--- src/rtl/pwm_pkg.sv ---
// Shared constants for the sine PWM generator: Q1.15 sine table and the
// scaling helper used to elaborate each channel's duty LUT.
package pwm_pkg;

  localparam int SIN_LEN = 36;

  localparam logic signed [15:0] SIN_Q15 [0:SIN_LEN-1] = '{
    16'sd0,      16'sd5690,   16'sd11207,  16'sd16384,  16'sd21063,  16'sd25102,
    16'sd28378,  16'sd30792,  16'sd32270,  16'sd32767,  16'sd32270,  16'sd30792,
    16'sd28378,  16'sd25102,  16'sd21063,  16'sd16384,  16'sd11207,  16'sd5690,
    16'sd0,     -16'sd5690,  -16'sd11207, -16'sd16384, -16'sd21063, -16'sd25102,
   -16'sd28378, -16'sd30792, -16'sd32270, -16'sd32767, -16'sd32270, -16'sd30792,
   -16'sd28378, -16'sd25102, -16'sd21063, -16'sd16384, -16'sd11207, -16'sd5690
  };

  // Rescale Q1.15 to +/-(2**(r-1)-1), rounding halves away from zero.
  function automatic int sin_lut(input int i, input int r);
    int v;
    int m;
    int p;
    v = int'(SIN_Q15[i % SIN_LEN]);
    m = (1 << (r - 1)) - 1;
    p = v * m;
    if (p >= 0) return (p + 16384) >>> 15;
    return -((-p + 16384) >>> 15);
  endfunction

endpackage

--- src/rtl/pwm_canal.sv ---
// One PWM channel: phase-offset sine lookup, amplitude scaling with
// saturation, carrier-synchronous duty update and output comparator.
module pwm_canal
  import pwm_pkg::*;
#(
  parameter int R     = 6,
  parameter int AW    = 8,
  parameter int STEPS = 36,
  parameter int SW    = 6,
  parameter int OFFS  = 0
) (
  input  logic          clk,
  input  logic          rst_n,
  input  logic          en_i,
  input  logic          pend_i,
  input  logic [R-1:0]  q_i,
  input  logic [SW-1:0] step_i,
  input  logic [AW-1:0] amp_i,
  output logic          pwm_o
);

  localparam int PW = R + AW + 1;

  logic signed [R-1:0]  lut [STEPS];
  logic        [SW:0]   idx_sum;
  logic        [SW-1:0] idx;
  logic signed [R-1:0]  s_val;
  logic signed [PW-1:0] s_ext;
  logic signed [PW-1:0] a_ext;
  logic signed [PW-1:0] prod;
  logic signed [PW-1:0] d_wide;
  logic        [R-1:0]  duty_shd;
  logic        [R-1:0]  duty_act_q;
  logic                 pwm_q;
  logic                 pwm_d;

  function automatic logic [R-1:0] sat_duty(input logic signed [PW-1:0] v);
    if (v < 0) return '0;
    if (v > PW'((2 ** R) - 1)) return '1;
    return v[R-1:0];
  endfunction

  for (genvar i = 0; i < STEPS; i++) begin : g_lut
    assign lut[i] = R'(sin_lut(i * SIN_LEN / STEPS, R));
  end

  // Shadow duty follows the step that will be active after the next pend.
  always_comb begin
    idx_sum = {1'b0, step_i} + (SW+1)'(OFFS);
    if (idx_sum >= (SW+1)'(STEPS)) idx = SW'(idx_sum - (SW+1)'(STEPS));
    else                           idx = idx_sum[SW-1:0];
    s_val    = lut[idx];
    s_ext    = PW'(s_val);
    a_ext    = $signed({{(R+1){1'b0}}, amp_i});
    prod     = s_ext * a_ext;
    d_wide   = PW'(2 ** (R - 1)) + (prod >>> AW);
    duty_shd = sat_duty(d_wide);
    pwm_d    = en_i & (q_i < duty_act_q);
  end

  always_ff @(posedge clk or negedge rst_n) begin
    if (!rst_n) begin
      duty_act_q <= R'(2 ** (R - 1));
      pwm_q      <= 1'b0;
    end else begin
      if (pend_i) duty_act_q <= duty_shd;
      pwm_q <= pwm_d;
    end
  end

  assign pwm_o = pwm_q;

endmodule

--- src/rtl/pwm_seno_multicanal.sv ---
// Multi-channel sine PWM: shared carrier counter and step sequencer feeding
// CH phase-shifted channels.
module pwm_seno_multicanal
  import pwm_pkg::*;
#(
  parameter int R     = 6,
  parameter int STEPS = 36,
  parameter int CH    = 3,
  parameter int NW    = 12,
  parameter int AW    = 8
) (
  input  logic                     clk,
  input  logic                     rst_n,
  input  logic                     en,
  input  logic [NW-1:0]            n_div,
  input  logic [AW-1:0]            amp,
  output logic [CH-1:0]            pwm_out,
  output logic [$clog2(STEPS)-1:0] step_idx,
  output logic                     step_tick
);

  localparam int SW = $clog2(STEPS);

  logic [R-1:0]  q_q, q_d;
  logic [NW-1:0] n_q, n_d;
  logic [NW-1:0] n_lim;
  logic [SW-1:0] step_q, step_d;
  logic          tick_q, tick_d;
  logic          pend;
  logic          adv;

  // n_div of zero behaves as one; compared live so a lowered divider acts at once.
  always_comb begin
    n_lim  = (n_div == '0) ? '0 : n_div - NW'(1);
    pend   = en & (q_q == '1);
    adv    = (n_q >= n_lim);
    q_d    = en ? q_q + R'(1) : q_q;
    n_d    = n_q;
    step_d = step_q;
    tick_d = 1'b0;
    if (pend) begin
      if (adv) begin
        n_d    = '0;
        step_d = (step_q == SW'(STEPS - 1)) ? '0 : step_q + SW'(1);
        tick_d = 1'b1;
      end else begin
        n_d = n_q + NW'(1);
      end
    end
  end

  always_ff @(posedge clk or negedge rst_n) begin
    if (!rst_n) begin
      q_q    <= '0;
      n_q    <= '0;
      step_q <= '0;
      tick_q <= 1'b0;
    end else begin
      q_q    <= q_d;
      n_q    <= n_d;
      step_q <= step_d;
      tick_q <= tick_d;
    end
  end

  for (genvar k = 0; k < CH; k++) begin : g_canal
    pwm_canal #(
      .R     (R),
      .AW    (AW),
      .STEPS (STEPS),
      .SW    (SW),
      .OFFS  (k * STEPS / CH)
    ) u_canal (
      .clk    (clk),
      .rst_n  (rst_n),
      .en_i   (en),
      .pend_i (pend),
      .q_i    (q_q),
      .step_i (step_d),
      .amp_i  (amp),
      .pwm_o  (pwm_out[k])
    );
  end

  assign step_idx  = step_q;
  assign step_tick = tick_q;

endmodule
--- config.mk ---
export PLATFORM = sky130hd
export DESIGN_NAME = pwm_seno_multicanal
export DESIGN_NICKNAME = d
export VERILOG_FILES = /design/src/rtl/pwm_pkg.sv /design/src/rtl/pwm_canal.sv /design/src/rtl/pwm_seno_multicanal.sv
export SDC_FILE = /design/constraint.sdc
export NUM_CORES = 1
export LEC_CHECK = 0
export BUFFER_PORTS_ARGS = -buffer_cell sky130_fd_sc_hd__buf_2
export CAP_MARGIN = 20
export CELL_PAD_IN_SITES_DETAIL_PLACEMENT = 1
export CELL_PAD_IN_SITES_GLOBAL_PLACEMENT = 2
export CORE_MARGIN = 10
export CORE_UTILIZATION = 44
export CTS_CLUSTER_DIAMETER = 120
export DETAILED_ROUTE_END_ITERATION = 7
export PLACE_DENSITY_LB_ADDON = 0.1
export SYNTH_ARGS = -nofsm -noshare
export SYNTH_HDL_FRONTEND = slang
export SYNTH_SLANG_ARGS = --single-unit
--- constraint.sdc ---
create_clock -name clk -period 17.3 [get_ports clk]
set_input_delay 0.865 -clock clk [delete_from_list [all_inputs] [get_ports clk]]
set_output_delay 0.865 -clock clk [all_outputs]
set_load 0.05 [all_outputs]
======== Word-level counts from Yosys, hierarchy flattened ========
Memories as Yosys holds them, arrays and structs flattened.
Index checks and enable logic that the tools add are counted.
word-level totals
  register bits ........................... 46
  bits in read-only memories .............. 1152
  output and inout bits ................... 10
  memories ................................ 3
operators by class
  add/sub/neg operators ................... 12
  multipliers ............................. 3
  order comparisons ....................... 16
  eq/ne operators ......................... 2
  multiplexer cells ....................... 37
  bitwise logic cells ..................... 7
  reduce and logical (&&, ||, !) cells .... 1
memories
  name             words  width  rd ports  clocked after Yosys merged registers in  wr ports  RTL line         text
  (no name shown)  64     6      1         0                                        0         pwm_canal.sv:52  s_val = lut[idx];
  (no name shown)  64     6      1         0                                        0         pwm_canal.sv:52
  (no name shown)  64     6      1         0                                        0         pwm_canal.sv:52
operator list
  kind                     count
  $mux W6                  24
  $mul A6 B9 Y15           3
  $add A7 B7 Y8 const A    3
  $gt A8 B7 Y1 const B     3
  $lt A8 B1 Y1 const B     3
  $mux W12                 2
  $ge A7 B7 Y1 const B     3
  $not A6 Y7               3
  $lt A6 B6 Y1             3
  $sub A6 B6 Y6 const B    3
  $ge A7 B6 Y1 const B     2
  $add A12 B1 Y12 const B  1
  $add A6 B1 Y6 const B    2
  $eq A6 B6 Y1 const B     2
  $ge A12 B12 Y1           1
  $logic_not A12 Y1        1
  $sub A12 B1 Y12 const B  1
  $mux W1                  11
  $add A6 B4 Y7 const B    1
  $add A6 B5 Y7 const B    1
  $ge A6 B6 Y1 const B     1
  $and A1 B1 Y1            4

======== Logic depth before layout (Yosys ltp) ========
  word-level depth ........................ 19
  mapped depth ............................ 45
  mapped depth without buffers ............ 42

======== By module ========
From an unflattened synthesis, not the netlist that was laid out.
second synthesis, totals
  cells, all modules ...................... 1196
  area total of the unflattened synthesis .. 10346.2 µm²
by module, submodules not included
  module                          instances  cells each  area an instance (µm²)  sequential area each (µm²)
  pwm_canal (g_canal[2].u_canal)  1          367         3065.4                  176.4
  pwm_canal (g_canal[1].u_canal)  1          345         2869.0                  176.4
  pwm_canal (g_canal[0].u_canal)  1          290         2615.0                  176.4
  pwm_seno_multicanal             1          194         1796.7                  625.6

======== Worst setup path after synthesis ========
OpenSTA, ideal clock, no wires.
  kind .................................... input to register
  start point ............................. input port n_div[4]
  end point ............................... register g_canal[2].u_canal.duty_act_q[1]
  setup time .............................. 141 ps
  arrival time ............................ 10138 ps
  path slack .............................. 7021 ps
  stages on the path ...................... 37
  buffers on the path ..................... 2
  cells stage by stage .................... or4_1 nor4_1 nand3_1 nand2_1 ha_1 a211o_1 a31oi_2 o21ai_1 a221oi_1 and2_4 buf_6 inv_1 ha_1 nand3_1 mux2_4 a21oi_4 mux2i_1 or3_1 buf_2 nor2_1 a211oi_1 a211oi_1 a211oi_1 a21oi_1 nand2_1 fa_1 fa_1 inv_1 fa_1 fa_1 ha_1 nor4_1 a211oi_2 o31a_1 or4_4 o311ai_4 o22ai_2
between the ends
  cells in the longest elaborated chain, start to end .. 19
  elaborated cells on any way between the ends .. 24
  those cells by class .................... add/sub (4); mul (1); order compare (4); mux (12); bitwise (1); reduce/logical (1); memory (1)
RTL lines
  what                                                         RTL line                   text
  start: declaration                                           pwm_seno_multicanal.sv:15  input logic [NW-1:0] n_div,
  $sub A12 B1 Y12 / $logic_not A12 Y1 (equally long branches)  pwm_seno_multicanal.sv:34  n_lim = (n_div == '0) ? '0 : n_div - NW'(1);
  $mux W12 *                                                   pwm_seno_multicanal.sv:34
  $ge A12 B12 Y1 *                                             pwm_seno_multicanal.sv:36  adv = (n_q >= n_lim);
  $mux W6 *                                                    pwm_seno_multicanal.sv:42  if (adv) begin
  $mux W6 *                                                    pwm_seno_multicanal.sv:41  if (pend) begin
  $add A6 B5 Y7 *                                              pwm_canal.sv:49            idx_sum = {1'b0, step_i} + (SW+1)'(OFFS);
  $sub A6 B6 Y6 / $ge A7 B6 Y1 (equally long branches)         pwm_canal.sv:50            if (idx_sum >= (SW+1)'(STEPS)) idx = SW'(idx_sum - (SW+1)'(STEPS));
  $mux W6 *                                                    pwm_canal.sv:50
  $not A6 Y7 (not written as such) *                           pwm_canal.sv:52
  $mem_v2 Z64 W6 *                                             -
  $mux W6 (not written as such) * (2 in a row)                 pwm_canal.sv:52
  $mul A6 B9 Y15 *                                             pwm_canal.sv:55            prod = s_ext * a_ext;
  $add A7 B7 Y8 *                                              pwm_canal.sv:56            d_wide = PW'(2 ** (R - 1)) + (prod >>> AW);
  $gt A8 B7 Y1                                                 pwm_canal.sv:39            if (v > PW'((2 ** R) - 1)) return '1;
  $mux W1 (2 in a row)                                         pwm_canal.sv:39
  $mux W6                                                      pwm_canal.sv:40            return v[R-1:0];
  $mux W6 *                                                    pwm_canal.sv:39
  end signal: assignment                                       pwm_canal.sv:63            duty_act_q <= R'(2 ** (R - 1));
  end signal: assignment                                       pwm_canal.sv:66            if (pend_i) duty_act_q <= duty_shd;
  end: declaration                                             pwm_canal.sv:33            logic [R-1:0] duty_act_q;
Mark *: on every way between the ends. The rest lies on a longest branch, timed or not. The select of a mux whose other input is x is not followed.
A chain may end at the register's enable or synchronous reset.

======== Worst setup path after layout ========
  start point ............................. input port n_div[4]
  end point ............................... register g_canal[0].u_canal.duty_act_q[2]
between the ends
  cells in the longest elaborated chain, start to end .. 18
  elaborated cells on any way between the ends .. 23
  those cells by class .................... add/sub (3); mul (1); order compare (4); mux (12); bitwise (1); reduce/logical (1); memory (1)
RTL lines
  what                                                         RTL line                   text
  $sub A12 B1 Y12 / $logic_not A12 Y1 (equally long branches)  pwm_seno_multicanal.sv:34
  $mux W12 *                                                   pwm_seno_multicanal.sv:34
  $ge A12 B12 Y1 *                                             pwm_seno_multicanal.sv:36
  $mux W6 *                                                    pwm_seno_multicanal.sv:42
  $mux W6 *                                                    pwm_seno_multicanal.sv:41
  $sub A6 B6 Y6 / $ge A6 B6 Y1 (equally long branches)         pwm_canal.sv:50
  $mux W6 *                                                    pwm_canal.sv:50
  net g_canal[0].u_canal.idx[1]                                pwm_canal.sv:26            logic [SW-1:0] idx;
  $not A6 Y7 (not written as such) *                           pwm_canal.sv:52
  $mem_v2 Z64 W6 *                                             -
  $mux W6 (not written as such) * (2 in a row)                 pwm_canal.sv:52
  $mul A6 B9 Y15 *                                             pwm_canal.sv:55
  $add A7 B7 Y8 *                                              pwm_canal.sv:56
  $gt A8 B7 Y1                                                 pwm_canal.sv:39
  $mux W1 (2 in a row)                                         pwm_canal.sv:39
  $mux W6                                                      pwm_canal.sv:40
  $mux W6 *                                                    pwm_canal.sv:39
  end signal: assignment                                       pwm_canal.sv:63
  end signal: assignment                                       pwm_canal.sv:66
  end: declaration                                             pwm_canal.sv:33
The timed path passes the listed nets; every way through them passes the cells marked *. The select of a mux whose other input is x is not followed.

==> impl_results.rst <==
.. list-table::
   :header-rows: 1

   * - Metric
     - Value
   * - Result of the run
     - complete, no violations
   * - Final std cells w/o fill
     - 1395
   * - Most instantiated cells after synthesis
     - sky130_fd_sc_hd__ha_1 (140), sky130_fd_sc_hd__nand2_1 (116), sky130_fd_sc_hd__inv_1 (104)
   * - Critical path class
     - in2reg
   * - DIE AREA
     - ~28000 sq um
   * - 1st-pass router iterations
     - 4
   * - Area share of fa/ha/maj cells after synthesis
     - roughly a third
   * - Number of failing hold endpoints at the final stage
     - 0
   * - Share of cells above drive strength 1
     - 11.7%
   * - Area of all sequential standard cells
     - 1150 sq um
   * - IR drop worst, VDD
     - 0.0389 mV
   * - Floorplan die width
     - 168 um
   * - Clock Skew
     - 0.00856 ns
   * - Leakage dissipation
     - 4.85 nW
   * - Global-route congestion overflow total
     - 0
   * - Total number of H-tree levels
     - 2
   * - Highest cell delay on the worst timing path
     - 0.60 ns
   * - Switching portion of total power
     - between 40% and 50%
   * - Count of endpoints failing setup in the final report
     - 0
   * - Library cell with the largest summed area after synthesis
     - sky130_fd_sc_hd__ha_1
   * - Relative slew slack
     - 31.4%
   * - Maximum clock path buffer count
     - 2
   * - Clock group share of total power
     - 20.2%
   * - Standard cell with the maximum stage delay on the critical path
     - sky130_fd_sc_hd__or4_1
   * - Worst path most repeated cell
     - sky130_fd_sc_hd__fa_1
   * - Final weighted congestion in routability-driven placement
     - 0.863
   * - RSZ-0062 raised after global routing
     - no
   * - Synthesis Warnings
     - 0
   * - Number of nets still failing antenna checks after routing
     - 0
   * - Number of synthesized register bits
     - between 40 and 50
   * - Core area
     - 21200 sq um
   * - Number of violations reported at the end of detailed-routing iteration 0
     - 381
   * - Maximum number of pins on one net before global-route repair
     - 47
   * - Die H
     - between 150 and 200 um
   * - Arrival time at the worst endpoint
     - 11.89 ns
   * - Portion of synthesized cell area occupied by the leading cell type
     - 18.2%
   * - Nets
     - 1354
   * - Cell area after placement
     - between 9000 and 10000 sq um
   * - Clock tree from TritonCTS
     - yes
   * - Post-synthesis share of cell area spent on and, or, nand and nor gates
     - between 20% and 30%
   * - Min Clock Period, post-route
     - 11.68 ns
   * - Boundary pin count
     - 33
   * - Most repeated cell in the gate-level netlist after synthesis
     - sky130_fd_sc_hd__ha_1
   * - Capturing element type of the critical path
     - register
   * - Final Routed Wirelength
     - 26500 um
   * - Synth-to-layout area growth
     - 5.17%
   * - Initial antenna violation count
     - 0
   * - Synth Area in Compound Gates
     - between 20% and 30%
   * - Post CTS Setup Buffer Count
     - 0
   * - First-pass GRT wire length
     - 45100 um
   * - Main combinational cell family by area after synthesis
     - adder cells
   * - Max-cap violations
     - 0
   * - Setup slack, reg-to-reg
     - 6.88 ns
   * - CP required
     - about 18 ns
   * - Cell area after technology mapping
     - 9600 sq um
   * - Post-Place Cells
     - 1386
   * - Fraction of registers with async set/reset
     - 100%
   * - Design area
     - 10100 sq um
   * - Final critical-path share of the clock period
     - 67.5%
   * - Number of standard cells after synthesis
     - 1110
   * - CTS clk-pin slew, worst paths
     - 0.07 ns
   * - Multi-input logic area
     - 7810 sq um
   * - Leading cell types by total area after synthesis
     - sky130_fd_sc_hd__ha_1 (18%), sky130_fd_sc_hd__fa_1 (15%), sky130_fd_sc_hd__dfrtp_1 (11%), sky130_fd_sc_hd__nand2_1 (4.5%), sky130_fd_sc_hd__inv_1 (4.1%)
   * - Num rows
     - between 50 and 60
   * - Fill count
     - around 2600
   * - CP max FO
     - 16
   * - Most common flop cell mapped by yosys
     - sky130_fd_sc_hd__dfrtp_1
   * - Cell-internal power
     - 0.000293 W
   * - DRC errors left
     - 0
   * - Post-synthesis xor/xnor area fraction
     - 4.27%
   * - Startpoint kind of the worst setup timing path
     - input pin
   * - Average detailed-routed wire length per instance
     - 19.0 um
   * - Hold Buf Count CTS
     - 0
   * - Estimated wirelength of the detail-placed design
     - ~21000 um
   * - Peak clock frequency supported by timing
     - ~0.086 GHz
   * - Syn_area_per_cell
     - 8.65 sq um
   * - Comb pwr share
     - 50.0%
   * - Initial cell density of the core
     - 45.2%
   * - Number of buffers created by CTS
     - 5
   * - Cell at the root of the clock tree
     - sky130_fd_sc_hd__clkbuf_16
   * - Portion of netlist area occupied by mux cells
     - 1.60%
   * - TritonCTS sink count
     - 46
   * - All-layer global routing usage
     - 19.0%
   * - Slew @ Worst Pin
     - 1.03 ns
   * - Vias post-DR
     - between 8000 and 9000
   * - Synthesized netlist net count
     - around 1300
   * - Final antenna diode count
     - 0
   * - Count of flip-flops with a built-in enable after synthesis
     - 0
   * - Worst-skew pair later-pin latency
     - around 0.3 ns
   * - Seq pwr share
     - 29.8%
   * - Setup_tns
     - 0 ns
   * - Via count normalized by instance count
     - approximately 5.8
   * - Via count of the first global-routing pass
     - 8683
   * - Path category of the worst min-delay check
     - reg2reg
   * - Distinct cell type count of the synthesized netlist
     - between 100 and 150
   * - Util after Layout
     - 47.6%
   * - PostCTS Resize Cnt
     - 0
   * - Final number of max-transition violations
     - 0
   * - Power density over cell area
     - 48.8 nW/um^2
   * - Power dissipated by switching net loads
     - 0.000200 W
   * - Sequential share of the synthesized area
     - 12.0%
   * - IO Port Bufs
     - 32
## routing by layer
metal	GRT usage [%]	vias up	wire, um	share of wire (%)
li1	-	3909	-	-
met1	26.0	4064	12800	48
met2	32.2	110	12800	48
met3	2.04	11	736	2.8
met4	2.31	0	178	0.67
met5	0	-	0	0
## critical path, delay by kind of cell
family                   cells  cell delay [ns]
AO/OA/AOI/OAI               12             3.52
adder cells (fa/ha/maj)      7             2.98
multiplexers                 1             0.35
AND/OR/NAND/NOR             14             2.97
buffers and inverters        5             1.19
## metrics by stage
stage / hold slack (ns) / setup slack (ns) / total power [W]
floorplan: 0.451 / 7.02 / 0.000336
global placement: 0.469 / 4.60 / 0.000387
detailed placement: 0.484 / 4.36 / 0.000397
CTS: 0.495 / 4.65 / 0.000502
global route: 0.510 / 4.55 / 0.000543
finish: 0.490 / 5.62 / 0.000493
## worst paths after layout
kind                                                   from  cells after the start                               end
min in group asynchronous                             rst_n                      2  g_canal[2].u_canal.duty_act_q[4]
max reg2reg                                          q_q[1]                     35  g_canal[0].u_canal.duty_act_q[2]
min reg2reg                g_canal[2].u_canal.duty_act_q[5]                      2  g_canal[2].u_canal.duty_act_q[5]
max in group asynchronous                             rst_n                      2                       step_idx[2]
max                                                n_div[4]                     39  g_canal[0].u_canal.duty_act_q[2]
min                        g_canal[2].u_canal.duty_act_q[5]                      2  g_canal[2].u_canal.duty_act_q[5]
## power by group through the flow
stage / combinational (W) / clock [W] / sequential [W]
2_1_floorplan: 0.000195 / 0 / 0.000142
3_3_place_gp: 0.000239 / 0 / 0.000148
3_5_place_dp: 0.000248 / 0 / 0.000149
4_1_cts: 0.000252 / 0.000104 / 0.000147
5_1_grt: 0.000285 / 0.000108 / 0.000150
6_report: 0.000247 / 0.0000997 / 0.000147
## logic make-up after synthesis
family	Yosys count
and+or+nand+nor	396
AOI/OAI and AO/OA	249
adders and majority gates	212
buffers and inverters	147
xor gates and xnor gates	46
DFF	46
muxes	14
## cells in the final DEF (no fill, tap or decap), drive strengths merged, types with 10 or more instances in the layout
cell and count:
and2 43, ha 140, o21ai 54, nor2 78
buf 40, a21o 14, a21oi 51, a211oi 10
dfrtp 43, inv 107, nor3 29, nand2b 27
nand2 116, nand3 23, nor2b 25, o211ai 18
fa 72, o22ai 10, xnor2 19, a31oi 10
nand4 13, xor2 27
## sequential cells by signal, summed over array words and instances (netlist names)
| signal | count |
|---|---|
| q_q | 6 |
| g_canal.u_canal.pwm_o | 3 |
| g_canal.u_canal.duty_act_q | 18 |
| step_tick | 1 |
| n_q | 12 |
| step_idx | 6 |
## area by class of cell
cell class | count | area share [%]
clock buffers | 6 | 1.38
repair buffers | 40 | 2.18
well taps | 275 | 3.41
inverters | 109 | 4.15
multi-input cells | 917 | 77.3
flip-flops and latches | 46 | 11.4
clock inverters | 2 | 0.124
(Power assumes the default switching activity.)
